File: config.mk
export PLATFORM = sky130hd
export DESIGN_NAME = timer_ctrl
export DESIGN_NICKNAME = d
export VERILOG_FILES = /design/src/rtl/timer_ctrl.sv
export SDC_FILE = /design/constraint.sdc
export NUM_CORES = 1
export LEC_CHECK = 0
export CORE_ASPECT_RATIO = 1.25
export CORE_MARGIN = 4
export CORE_UTILIZATION = 44
export CTS_CLUSTER_SIZE = 10
export DETAILED_ROUTE_END_ITERATION = 10
export PLACE_DENSITY = 0.83
export SYNTH_ARGS = -nofsm -noshare
export SYNTH_HDL_FRONTEND = slang
export SYNTH_SLANG_ARGS = --single-unit
File: constraint.sdc
create_clock -name clk -period 1.8 [get_ports clk]
set_input_delay 0.18 -clock clk [delete_from_list [all_inputs] [get_ports clk]]
set_output_delay 0.18 -clock clk [all_outputs]
set_load 0.05 [all_outputs]
File: src/rtl/timer_ctrl.sv
// rtl/timer_ctrl.sv - one-shot/periodic timer with prescaler driving a loadable up-counter
// Optional expiry counter output exp_count enabled by defining TIMER_CTRL_EXP_CNT_EN.
module timer_ctrl #(
  parameter int N = 8,
  parameter int P = 8
) (
  input  logic         clk,
  input  logic         reset,
  input  logic         start,
  input  logic         stop,
  input  logic         periodic,
  input  logic [N-1:0] period,
  input  logic [P-1:0] prescale,
  input  logic [N-1:0] count_in,
  output logic         cnt_load,
  output logic [N-1:0] cnt_load_data,
  output logic         cnt_en,
  output logic         busy,
  output logic         tick
`ifdef TIMER_CTRL_EXP_CNT_EN
  ,
  output logic [7:0]   exp_count
`endif
);

  typedef enum logic [1:0] {
    S_IDLE   = 2'd0,
    S_ARM    = 2'd1,
    S_RUN    = 2'd2,
    S_EXPIRE = 2'd3
  } state_t;

  state_t       r_state;
  state_t       w_next;
  logic [N-1:0] r_period_q;
  logic [P-1:0] r_prescale_q;
  logic         r_periodic_q;
  logic [P-1:0] r_pre_cnt;

  logic w_arm_req;
  logic w_match;
  logic w_pre_hit;

  // A zero period would never expire meaningfully, so such a start is dropped.
  assign w_arm_req = (r_state == S_IDLE) && start && (period != '0);
  // >= rather than == so an externally loaded counter past the limit still expires.
  assign w_match   = (count_in >= r_period_q);
  assign w_pre_hit = (r_pre_cnt == r_prescale_q);

  assign cnt_load_data = '0;

  // State register.
  always_ff @(posedge clk) begin
    if (reset) begin
      r_state <= S_IDLE;
    end else begin
      r_state <= w_next;
    end
  end

  // Next-state and output decode; reset forces the counter interface quiet.
  always_comb begin
    w_next   = r_state;
    cnt_load = 1'b0;
    cnt_en   = 1'b0;
    busy     = 1'b1;
    tick     = 1'b0;
    case (r_state)
      S_IDLE: begin
        busy = 1'b0;
        if (w_arm_req) begin
          w_next = S_ARM;
        end
      end
      S_ARM: begin
        cnt_load = 1'b1;
        w_next   = stop ? S_IDLE : S_RUN;
      end
      S_RUN: begin
        cnt_en = w_pre_hit && !w_match;
        if (stop) begin
          w_next = S_IDLE;
        end else if (w_match) begin
          w_next = S_EXPIRE;
        end
      end
      S_EXPIRE: begin
        tick   = 1'b1;
        w_next = (r_periodic_q && !stop) ? S_ARM : S_IDLE;
      end
      default: begin
        w_next = S_IDLE;
      end
    endcase
    if (reset) begin
      cnt_load = 1'b0;
      cnt_en   = 1'b0;
      busy     = 1'b0;
      tick     = 1'b0;
    end
  end

  // Shadow capture on arming and prescaler divide-by-(prescale+1).
  always_ff @(posedge clk) begin
    if (reset) begin
      r_period_q   <= '0;
      r_prescale_q <= '0;
      r_periodic_q <= 1'b0;
      r_pre_cnt    <= '0;
    end else begin
      if (w_arm_req) begin
        r_period_q   <= period;
        r_prescale_q <= prescale;
        r_periodic_q <= periodic;
      end
      case (r_state)
        S_ARM:   r_pre_cnt <= '0;
        S_RUN:   r_pre_cnt <= w_pre_hit ? '0 : r_pre_cnt + P'(1);
        default: r_pre_cnt <= r_pre_cnt;
      endcase
    end
  end

`ifdef TIMER_CTRL_EXP_CNT_EN
  logic [7:0] r_exp_count;

  // Saturating count of expiries since the last arm from IDLE.
  always_ff @(posedge clk) begin
    if (reset) begin
      r_exp_count <= 8'd0;
    end else if (w_arm_req) begin
      r_exp_count <= 8'd0;
    end else if ((r_state == S_EXPIRE) && (r_exp_count != 8'hFF)) begin
      r_exp_count <= r_exp_count + 8'd1;
    end
  end

  assign exp_count = r_exp_count;
`endif

endmodule

# After elaboration in Yosys (flattened, before gate mapping)
# Cells that the tools add are included.
totals:
  word_cells: 39
  input_bits: 29
  ff_bits: 27
op_classes:
  n_eq_ne: 6
  mux: 16
  reduce_logical: 10
  order_cmp: 1
  addsub: 1
op_table:
  columns: ["cell", "n"]
  rows:
  - ["8-bit one-hot mux with 2 select lines", 1]
  - ["1-bit two-way mux", 9]
  - ["8-bit by 1-bit adder with 8-bit output, second input constant", 1]
  - ["8-bit equality test", 1]
  - ["8-bit greater-or-equal comparator", 1]
  - ["2-bit two-way mux", 4]
  - ["8-bit two-way mux", 1]
  - ["2-bit one-hot mux with 4 select lines", 1]
  - ["8-bit nonzero test", 1]
  - ["2-bit equality test, second input constant", 2]
  - ["1-bit logical AND", 4]
  - ["3-bit != test, second input constant", 1]
  - ["2-bit by 1-bit equality test with 1-bit output, second input constant", 1]
  - ["1-bit zero test", 2]
  - ["2-bit zero test", 1]
  - ["2-bit != test, second input constant", 1]
  - ["2-bit AND reduction", 1]
  - ["2-bit nonzero test", 1]

# Longest topological paths before layout
logic_depth:
  ltp_word: 5
  ltp_mapped: 7

# Worst setup path before layout
# OpenSTA, ideal clock, no wires.
synth_path:
  path_type: "register to output"
  start: "reg r_period_q[3]"
  end: "out cnt_en"
  t_required_ns: 1.620
  stages_incl_launch_ff: 7
  setup_slack_ns: -1.232
  arrival_ns: 2.852
  path_cell_list: "dfxtp_1 > inv_1 > ha_1 > or4_1 > a21oi_1 > o31ai_1 > nor4_1"
synth_between:
  elab_chain_cells: 5
synth_rtl:
  columns: ["item", "line_no", "source"]
  rows:
  - ["start, declared", "35", "logic [N-1:0] r_period_q;"]
  - ["start signal, assigned", "112", "r_period_q <= period;"]
  - ["8-bit greater-or-equal comparator", "47", "assign w_match = (count_in >= r_period_q);"]
  - ["1-bit zero test", "80", "cnt_en = w_pre_hit && !w_match;"]
  - ["1-bit logical AND", "80", null]
  - ["1-bit two-way mux", "68", "case (r_state)"]
  - ["1-bit two-way mux", "95", "if (reset) begin"]
  - ["end, declared", "17", "output logic cnt_en,"]
# No other way between the ends.

# Worst setup path after layout
layout_path:
  start: "reg r_period_q[1]"
  end: "out cnt_en"
# The elaborated chain is that of the path after synthesis.

==> results <==
-- path summary, 6_finish.rpt --
check	from	to	slack (ns)
worst min register to register	r_period_q[6]	r_period_q[6]	0.46
worst max-delay path	r_period_q[1]	cnt_en	-0.37
worst min-delay path	r_period_q[6]	r_period_q[6]	0.46
worst max register to register	r_period_q[1]	r_state[0]	0.06
-- final cells by class --
| cell class | count | area [µm²] |
|---|---|---|
| clock buffers | 3 | 41.3 |
| clock inverters | 1 | 5.00 |
| fillers | 301 | 1300 |
| inverters | 10 | 37.5 |
| multi-input cells | 138 | 1060 |
| flip-flops and latches | 27 | 546 |
| well taps | 39 | 48.8 |
| repair buffers | 44 | 475 |
-- timing repair --
item                       CTS  global route
setup buffers                0             0
cloned                       0             0
pin swaps                    0             0
resized for setup            2             5
setup endpoints to repair    1             3
hold endpoints to repair     0             0
-- tightest hold or removal path, delay by kind of cell, from the launching register on --
family             cells  cell delay (ns)
AOI/OAI and AO/OA      1             0.05
DFF                    1             0.32
and+or+nand+nor        1             0.05
-- flip-flops by register name (all words and copies together), names as in the netlist --
register,count
r_prescale_q,8
r_period_q,8
r_pre_cnt,8
r_state,2
r_periodic_q,1
-- through the flow --
step / hold slack (ns) / cell area, µm² / worst slack [ns]
after global routing: 0.490 / 2210 / -0.437
after floorplan: 0.320 / 1720 / -0.180
after CTS: 0.464 / 2190 / -0.385
after global placement: 0.443 / 2140 / -0.374
final: 0.462 / 2210 / -0.366
after detailed placement: 0.451 / 2140 / -0.365
-- cell usage after synthesis (2+ instances only) --
master,n
buf_4,8
clkbuf_1,7
o311a_1,2
a211oi_1,4
mux2i_1,9
or4_4,2
o22ai_1,3
nand2b_1,6
xor2_1,4
nor3_1,2
ha_1,13
nand2_1,12
inv_1,10
nand3_1,10
nor2_1,13
dfxtp_1,27
and3_1,2
nor2b_1,2
a21oi_1,13
nand4_1,4
xnor2_1,8
o21ai_0,5
-- kinds of logic (layout without fill, tap and decap cells) --
family | Yosys count | count (layout)
buf+inv | 27 | 58
mux | 9 | 9
flops | 27 | 27
compound gates | 35 | 35
simple gates | 61 | 61
other cells | 1 | 8
fa+ha+maj | 13 | 13
xor+xnor | 12 | 12
-- power groups by stage --
stage               registers [W]  logic [W]  clock network, W
floorplan                0.000661   0.000280                 0
CTS                      0.000653   0.000421          0.000364
finish                   0.000653   0.000428          0.000357
global route             0.000657   0.000468          0.000391
detailed placement       0.000667   0.000419                 0
global placement         0.000665   0.000414                 0
-- per-layer routing --
layer,global-route usage,up-vias,share of wire
li1,-,715,-
met1,0.162,631,0.41
met2,0.283,28,0.53
met3,0.0339,3,0.049
met4,0.0506,0,0.010
met5,0,-,0
==> impl_metrics.yaml <==
logic_synthesis:
  yosysTopAreaCellShare: 0.335
  avgSynthCellArea_um2: 8.72
  synthSimpleGateAreaFrac: 0.205
  synth_top_cells_by_area: "dfxtp_1 33%, ha_1 10%, mux2i_1 5.6%"
  synth.yosys.seq_area_share: 0.335
  synth_compound_area_frac: 0.148
  synth_top_family_by_area: "simple AND/OR/NAND/NOR gates"
  yosys.cell_types.count: 41
  synth-xor-area-share: 0.0651
  ys.flop_type: "dfxtp_1"
  yosys_warnings: 0
  syn_inst: 185
  yosys.area.top_type: "dfxtp_1"
  synth_mux_area_frac: 0.0558
  synth.cell_area_um2: 1610
  synthAdderAreaFrac: 0.101
  ys_ff_latch: 27
  synth-async-reset-ratio: 0
  synth-edff-count: 0
setup_path:
  worst-path-max-fanout: 3
  crit_cells: 7
  cp.arrival_ns: 1.99
  cp_top_family: "simple AND/OR/NAND/NOR gates"
  crit_type: "reg2out"
  startpoint_type: "flip-flop"
  max_stage_delay_ns: 0.54
  crit_chain: "inv_2 -> ha_4 -> or4_4 -> a21oi_4 -> o31ai_4 -> nor4_4 -> buf_12"
  crit_slowest_cell: "or4_4"
  path_buf_inv: 2
  ff2ff_path_depth: 6
  worstSetupEndpointType: "output port"
  cp_data_required_time_ns: 1.62
clocking:
  tritoncts: "built"
  cts-buffers-inserted: 3
  clock_latency_ns: 0.28
  root_buffer: "clkbuf_8"
  htreeDepth: 1
  clockBufferDepth: 2
  holdBufCountCts: 0
  numClockSinks: 27
  clk_pin_slew_ns: 0.10
route:
  drtAntennaViolNets: 0
  wl_per_cell_um: 13.2
  routed_via_density: 5.26
  drc: 0
  dr.pass1.iters: 4
  wirelength_um: 3450
  drt-initial-drc-count: 28
  vias: 1377
sta:
  setup_ws_ns: -0.366
  rsz0062_at_grt: "true"
  tns_ns: -0.366
  fin_crit_ns: 2.17
  setup-violations-final: 1
  slew_violations: 0
  fin_crit_sh: 1.20
  final-hold-violation-count: 0
  max_freq_mhz: 462
  skew_ns: 0.00544
hold_path:
  hp-class: "reg2reg"
  hold_path_depth: 2
placed_design:
  dp.cells: 258
  hpwl_um: 2590
  placement.io_buffers: 32
  gp_congestion: 0.803
layout:
  syn_to_final_growth_pct: 37.1
  insertedDiodeCount: 0
  fin_util: 0.630
  final_cells: 262
  final_common_cell: "clkdlybuf4s50_1"
  drive_gt1_frac: 0.188
  layout_common_cells: "28 x clkdlybuf4s50_1, 23 x dfxtp_1, 12 x nand2_1, 12 x nor2_1, 11 x a21oi_1"
  nNetsFinal: 266
floorplan:
  die_h_um: 75.7
  die_area_um2: 4710
  fp-row-count: 24
  io-pin-count: 41
  start_util: 0.459
  core_area_um2: 3510
  die_w_um: 62.2
power:
  peakVddDrop_v: 0.000567
  power.switching_w: 0.000442
  p_leak_nw: 0.862
  power.total_w: 0.00144
  p_per_area_nw_per_um2: 650
  combPwrFrac: 0.298
  p_int_w: 0.000995
  switching_share: 0.308
  clockPowerShare: 0.248
  pwr-share-seq: 0.454
global_route:
  overflow: 0
  grt_usage: 0.148
  grt_pass1_wl_um: 5750
  grt_pass1_vias: 1321
  antenna_found_initial: 0
  grt_max_degree: 38
flow_run:
  cap_violations: 0
run_status:
  status: "finished, violations left"
  violations: "negative setup slack"
No activity file was read; power rests on OpenSTA's default activity.
==> edit 1: new RTL, same flow settings <==
The 4 states of `state_t` get a one-hot encoding in 4 bits.
--- a/src/rtl/timer_ctrl.sv
+++ b/src/rtl/timer_ctrl.sv
@@ -23,11 +23,11 @@
 `endif
 );
 
-  typedef enum logic [1:0] {
-    S_IDLE   = 2'd0,
-    S_ARM    = 2'd1,
-    S_RUN    = 2'd2,
-    S_EXPIRE = 2'd3
+  typedef enum logic [3:0] {
+    S_IDLE   = 4'b0001,
+    S_ARM    = 4'b0010,
+    S_RUN    = 4'b0100,
+    S_EXPIRE = 4'b1000
   } state_t;
 
   state_t       r_state;
Check against the original RTL: same outputs for any inputs over 10 cycles, from zero or initial values and one cycle with reset high; not proved beyond that.
==> edit 1 against the original RTL <==
- the flow still finishes with violations (setup timing)
- cell area grew 0.62%
- worst setup slack gained 0.12 ns
- sequential share of layout area increased by 1.6 points
- via count up 0.73%
- synthesized area up 1.9%
- first-iteration DRC count is 25% higher
- clock power increased by 68%
- cell count increased by 0.76%
- wire length increased by 1.7%
- sequential cell count grew 2
- combinational power is 11% higher
- total power rose by 25%
- critical path type unchanged
- critical endpoint unchanged
- highest routed layer unchanged
==> edit 1: results (changes against the original RTL) <==
[worst_setup_path]
path_delay_family = compound AO/OA/AOI/OAI gates  ; was simple AND/OR/NAND/NOR gates
critPathArrivalTime_ns = 1.87  ; was 1.99 ns
crit_path_max_fanout = 2  ; was 3
cpMaxStageDelayCell = dfxtp_2  ; was or4_4
critPathMaxStageDelay_ns = 0.35  ; was 0.54 ns

[sta]
setup_ws_ns = -0.2474  ; was -0.3661 ns
clock_skew_ns = 0.003267  ; was 0.005444 ns
setup_violations = 1  ; unchanged
setup_tns_ns = -0.2474  ; was -0.3661 ns
finalMaxSlewViolations = 0  ; unchanged

[power_and_ir_drop]
leakagePower_nw = 0.9973  ; was 0.8624 nW
intPower_mw = 1.261  ; was 0.9955 mW

[place]
hpwlAfterDp_um = 2561  ; was 2592 um
portBuffers = 32  ; unchanged
place_congestion = 0.7605  ; was 0.8026

[cts]
htree_levels = 2  ; was 1
cts_buffers = 5  ; was 3
clk_pin_slew_ns = 0.07  ; was 0.10 ns

[global_routing]
grt_max_degree = 28  ; was 38
grt.total_usage = 0.1505  ; was 0.1483
grt_pass1_wl_um = 5830  ; was 5747 um
grt_pass1_vias = 1383  ; was 1321

[logic_synthesis]
synth_cell_types = 40  ; was 41
netlist_top_cells_area = dfxtp_1, mux2i_1, ha_1  ; was dfxtp_1, ha_1, mux2i_1
yosys_warnings = 0  ; unchanged
yosysSeqAreaShare = 0.3529  ; was 0.3349
synth_commonest_cells = dfxtp_1, nor2_1, mux2i_1, nand2_1, xor2_1  ; was dfxtp_1, a21oi_1, ha_1, nor2_1, nand2_1

[drt]
dr.first_iter.drc_count = 35  ; was 28
drtPass1Iterations = 4  ; unchanged
wire_per_inst_um = 13.30  ; was 13.17 um
via_per_inst = 5.254  ; was 5.256

[finish]
layout.nets = 262  ; was 266
drive_gt1_frac = 0.1733  ; was 0.1883
fillers = 284  ; was 301

[status]
status = complete, but fails checks  ; unchanged
violations = setup timing  ; unchanged

-- edit 1: changes by cell type after synthesis, sizes merged, moves of 5 or more --
cell	delta
a21oi	-7
nor2	+13
xnor2	-8
nor4	+5
xor2	+7
mux2i	+6
nand3	-6
-- edit 1: cell type report --
class                           count  area share
Clock buffer                        7     0.04328
Clock inverter                      1    0.002248
Inverter                            9     0.01518
Multi-Input combinational cell    141      0.4671
Sequential cell                    29      0.2631
Tap cell                           39     0.02192
Timing Repair Buffer               38      0.1872
-- edit 1: repair_timing --
action	CTS	global route
buffers inserted	1	0
resized for setup	2	10
endpoints found under the setup margin	1	1
pin swaps	5	5
-- edit 1: power groups by stage --
stage          combinational (mW)  sequential (mW)  clock, mW
6_report                    0.477            0.727      0.601
2_1_floorplan               0.314            0.728          0
4_1_cts                     0.454            0.724      0.611
5_1_grt                     0.528            0.732      0.636
3_3_place_gp                0.438            0.735          0
3_5_place_dp                0.448            0.738          0
-- edit 1: worst paths after layout --
check           startpoint            end  slack, ns  cells after the start
max          r_period_q[0]         cnt_en      -0.25                      7
min          r_period_q[2]  r_period_q[2]       0.46                      2
max reg2reg     r_state[0]   r_pre_cnt[7]       0.23                      4
min reg2reg  r_period_q[2]  r_period_q[2]       0.46                      2
-- edit 1: worst register-to-register path, cell delays in order, from the launching register on --
cell and delay [ns]:
dfxtp_1 0.36, or4b_4 0.63, nor2_8 0.14, nand2_1 0.10, o311ai_2 0.25
-- edit 1: logic make-up (layout without fill, tap and decap cells) --
family,count (synthesis),in the layout,share of synthesized area
AO/OA/AOI/OAI,23,23,0.09430
AND/OR/NAND/NOR,75,75,0.2502
buffers and inverters,23,55,0.08212
XOR/XNOR,11,11,0.05855
other,1,8,0.002279
multiplexers,15,15,0.09125
flip-flops,29,29,0.3529
adder cells (fa/ha/maj),9,9,0.06844
-- edit 1: per-layer routing --
layer / track usage / share of wire / vias up / wire, um
met1: 0.1620 / 0.41 / 631 / 1453
met3: 0.05162 / 0.061 / 6 / 214
met5: 0 / 0 / - / 0
li1: - / - / 711 / -
met4: 0.06402 / 0.015 / 0 / 54
met2: 0.2647 / 0.51 / 39 / 1787
-- edit 1: metrics by stage --
step                  util  instances  setup slack (ns)  hold slack, ns
global placement    0.5780        255           -0.3810          0.4438
CTS                 0.6088        264           -0.2624          0.4636
detailed placement  0.5780        255           -0.4101          0.4552
floorplan                -        193          -0.06818          0.2528
finish              0.6282        264           -0.2474          0.4616
global route        0.6282        264           -0.3289          0.4744
==> edit 2: new RTL, config.mk and constraints unchanged <==
Without the edit above. Set the parameter `N` to 4 (it was 8).
--- a/src/rtl/timer_ctrl.sv
+++ b/src/rtl/timer_ctrl.sv
@@ -1,7 +1,7 @@
 // rtl/timer_ctrl.sv - one-shot/periodic timer with prescaler driving a loadable up-counter
 // Optional expiry counter output exp_count enabled by defining TIMER_CTRL_EXP_CNT_EN.
 module timer_ctrl #(
-  parameter int N = 8,
+  parameter int N = 4,
   parameter int P = 8
 ) (
   input  logic         clk,
Ports: changed (resized cnt_load_data, count_in and period); port bits go from 41 to 29. The function was not compared with the original's and may differ.
==> edit 2 against the original RTL <==
- the flow still finishes with violations (setup timing)
- first-iteration DRC count is 21% higher
- clock skew is 0.0043 ns lower
- cell area is 18% lower
- wire length is 1.2% lower
- utilization is 2.9 points higher
- synthesized area is 19% lower
- worst setup slack better by 0.22 ns
- register-to-register slack worse by 0.06 ns
- sequential cell count is 4 lower
- maximum frequency is 11% higher
- total power is 8.9% lower
- critical path type unchanged
- critical endpoint unchanged
- largest power group unchanged
==> edit 2: results (changes against the original RTL) <==
[status]
status = complete, but fails checks  ; unchanged
violations = setup timing  ; unchanged

[global_routing]
grt_pass1_vias = 1176  ; was 1321
grt_max_degree = 24  ; was 38
grt_pass1_wl_um = 5043  ; was 5747 um
grt.total_usage = 0.1583  ; was 0.1483

[drt]
routed_wl_um = 3410  ; was 3451 um
wire_per_inst_um = 14.96  ; was 13.17 um
dr.first_iter.drc_count = 34  ; was 28
via_per_inst = 5.539  ; was 5.256
ant_nets = 0  ; unchanged

[place]
place_congestion = 0.7912  ; was 0.8026
hpwlAfterDp_um = 2163  ; was 2592 um
preCtsSetupSlack_ns = -0.1995  ; was -0.3653 ns
portBuffers = 24  ; was 32
numPlacedInstances = 220  ; was 258
post_dp_cell_area_sq_um = 1657  ; was 2137 sq um

[logic_synthesis]
yosysSeqAreaShare = 0.3515  ; was 0.3349
synthMuxAreaShare = 0.02292  ; was 0.05581
synthAdderAreaFrac = 0.09551  ; was 0.1008
netlist_top_cells_area = dfxtp_1, ha_1, a21oi_1  ; was dfxtp_1, ha_1, mux2i_1
synth_commonest_cells = dfxtp_1, a21oi_1, nand2_1, nor2_1, o21ai_0  ; was dfxtp_1, a21oi_1, ha_1, nor2_1, nand2_1
synth_top_area_cell = dfxtp_1  ; unchanged
synth_xor_area_frac = 0.07354  ; was 0.06512
synth_compound_area_frac = 0.1691  ; was 0.1481
synthCells = 162  ; was 185
yosys_warnings = 0  ; unchanged
synth_cell_types = 32  ; was 41

[sta]
setup_violations = 2  ; was 1
clock_skew_ns = 0.001130  ; was 0.005444 ns
setup_ws_ns = -0.1470  ; was -0.3661 ns

[worst_setup_path]
cp-endpoint = cnt_en  ; unchanged
r2r_end = r_pre_cnt[7]  ; was r_state[0]
crit_path_max_fanout = 2  ; was 3
r2r_slack_ns = 0  ; was 0.06 ns
startpoint = r_period_q[0]  ; was r_period_q[1]
timing.rr.start = r_state[1]  ; was r_period_q[1]
ff2ff_path_depth = 7  ; was 6

[finish]
reg.largest.list = r_pre_cnt (8), r_prescale_q (8), r_period_q (4)  ; was r_period_q (8), r_pre_cnt (8), r_prescale_q (8)
layout.nets = 226  ; was 266
drive_gt1_frac = 0.2268  ; was 0.1883

[cts]
cts_buffer_depth = 2  ; unchanged
cts_resized = 12  ; was 2
clock_latency_ns = 0.31  ; was 0.28 ns
cts_root_buffer = clkbuf_4  ; was clkbuf_8
clk_pin_slew_ns = 0.12  ; was 0.10 ns
cts_setup_buffers = 4  ; was 0
cts_buffers = 3  ; unchanged

[power_and_ir_drop]
p_seq_mw = 0.572  ; was 0.653 mW
combinationalPower_mw = 0.498  ; was 0.428 mW
leakagePower_nw = 0.7284  ; was 0.8624 nW
vdd_drop_max_mv = 0.5783  ; was 0.5675 mV
power_density_nw_per_um2 = 720.3  ; was 650.0 nW/um^2
power_switching_share = 0.3369  ; was 0.3077

[min_path]
hold_class = input pin to register  ; was register to register

[edit 2: worst min path at each step]
| stage | from | endpoint | slack, ns | cells past startpoint |
|---|---|---|---|---|
| 6_report | prescale[6] | r_prescale_q[6] | 0.40 | 3 |
| 5_1_grt | prescale[4] | r_prescale_q[4] | 0.39 | 3 |
| 4_1_cts | prescale[4] | r_prescale_q[4] | 0.39 | 3 |
| 3_5_place_dp | r_period_q[3] | r_period_q[3] | 0.48 | 2 |
| 3_3_place_gp | r_period_q[3] | r_period_q[3] | 0.47 | 2 |
| 2_1_floorplan | periodic | r_periodic_q | 0.32 | 2 |
[edit 2: kinds of logic after synthesis]
kind of cell,count (synthesis)
flip-flops,23
XOR/XNOR,11
AND/OR/NAND/NOR,58
other,1
AO/OA/AOI/OAI,39
multiplexers,3
adder cells (fa/ha/maj),10
buffers and inverters,17
[edit 2: per-layer routing]
layer / part of all wire / vias to the layer above / global-route usage
li1: - / 610 / -
met1: 0.35 / 587 / 0.1726
met2: 0.55 / 51 / 0.2699
met3: 0.056 / 15 / 0.03358
met4: 0.034 / 0 / 0.1031
met5: 0 / - / 0
[edit 2: critical path, cell delays in order, from the launching register on]
cell and delay (ns):
dfxtp_2 0.38, ha_4 0.20, nand2b_4 0.14, a21oi_4 0.15
o211ai_1 0.16, nor3_4 0.24, buf_12 0.16
[edit 2: final cells by class]
type | count | area [sq um]
repair buffers | 36 | 380.4
clock buffers | 4 | 26.28
fillers | 210 | 940.9
multi-input cells | 125 | 874.6
inverters | 6 | 22.52
flip-flops and latches | 23 | 471.7
well taps | 34 | 42.54
[edit 2: per-stage QoR]
stage,TNS [ns],utilization
after floorplan,0,-
after global placement,-0.2776,0.6005
after detailed placement,-0.7011,0.6005
after CTS,-0.09258,0.6376
after global routing,-0.3553,0.6590
final,-0.1472,0.6590
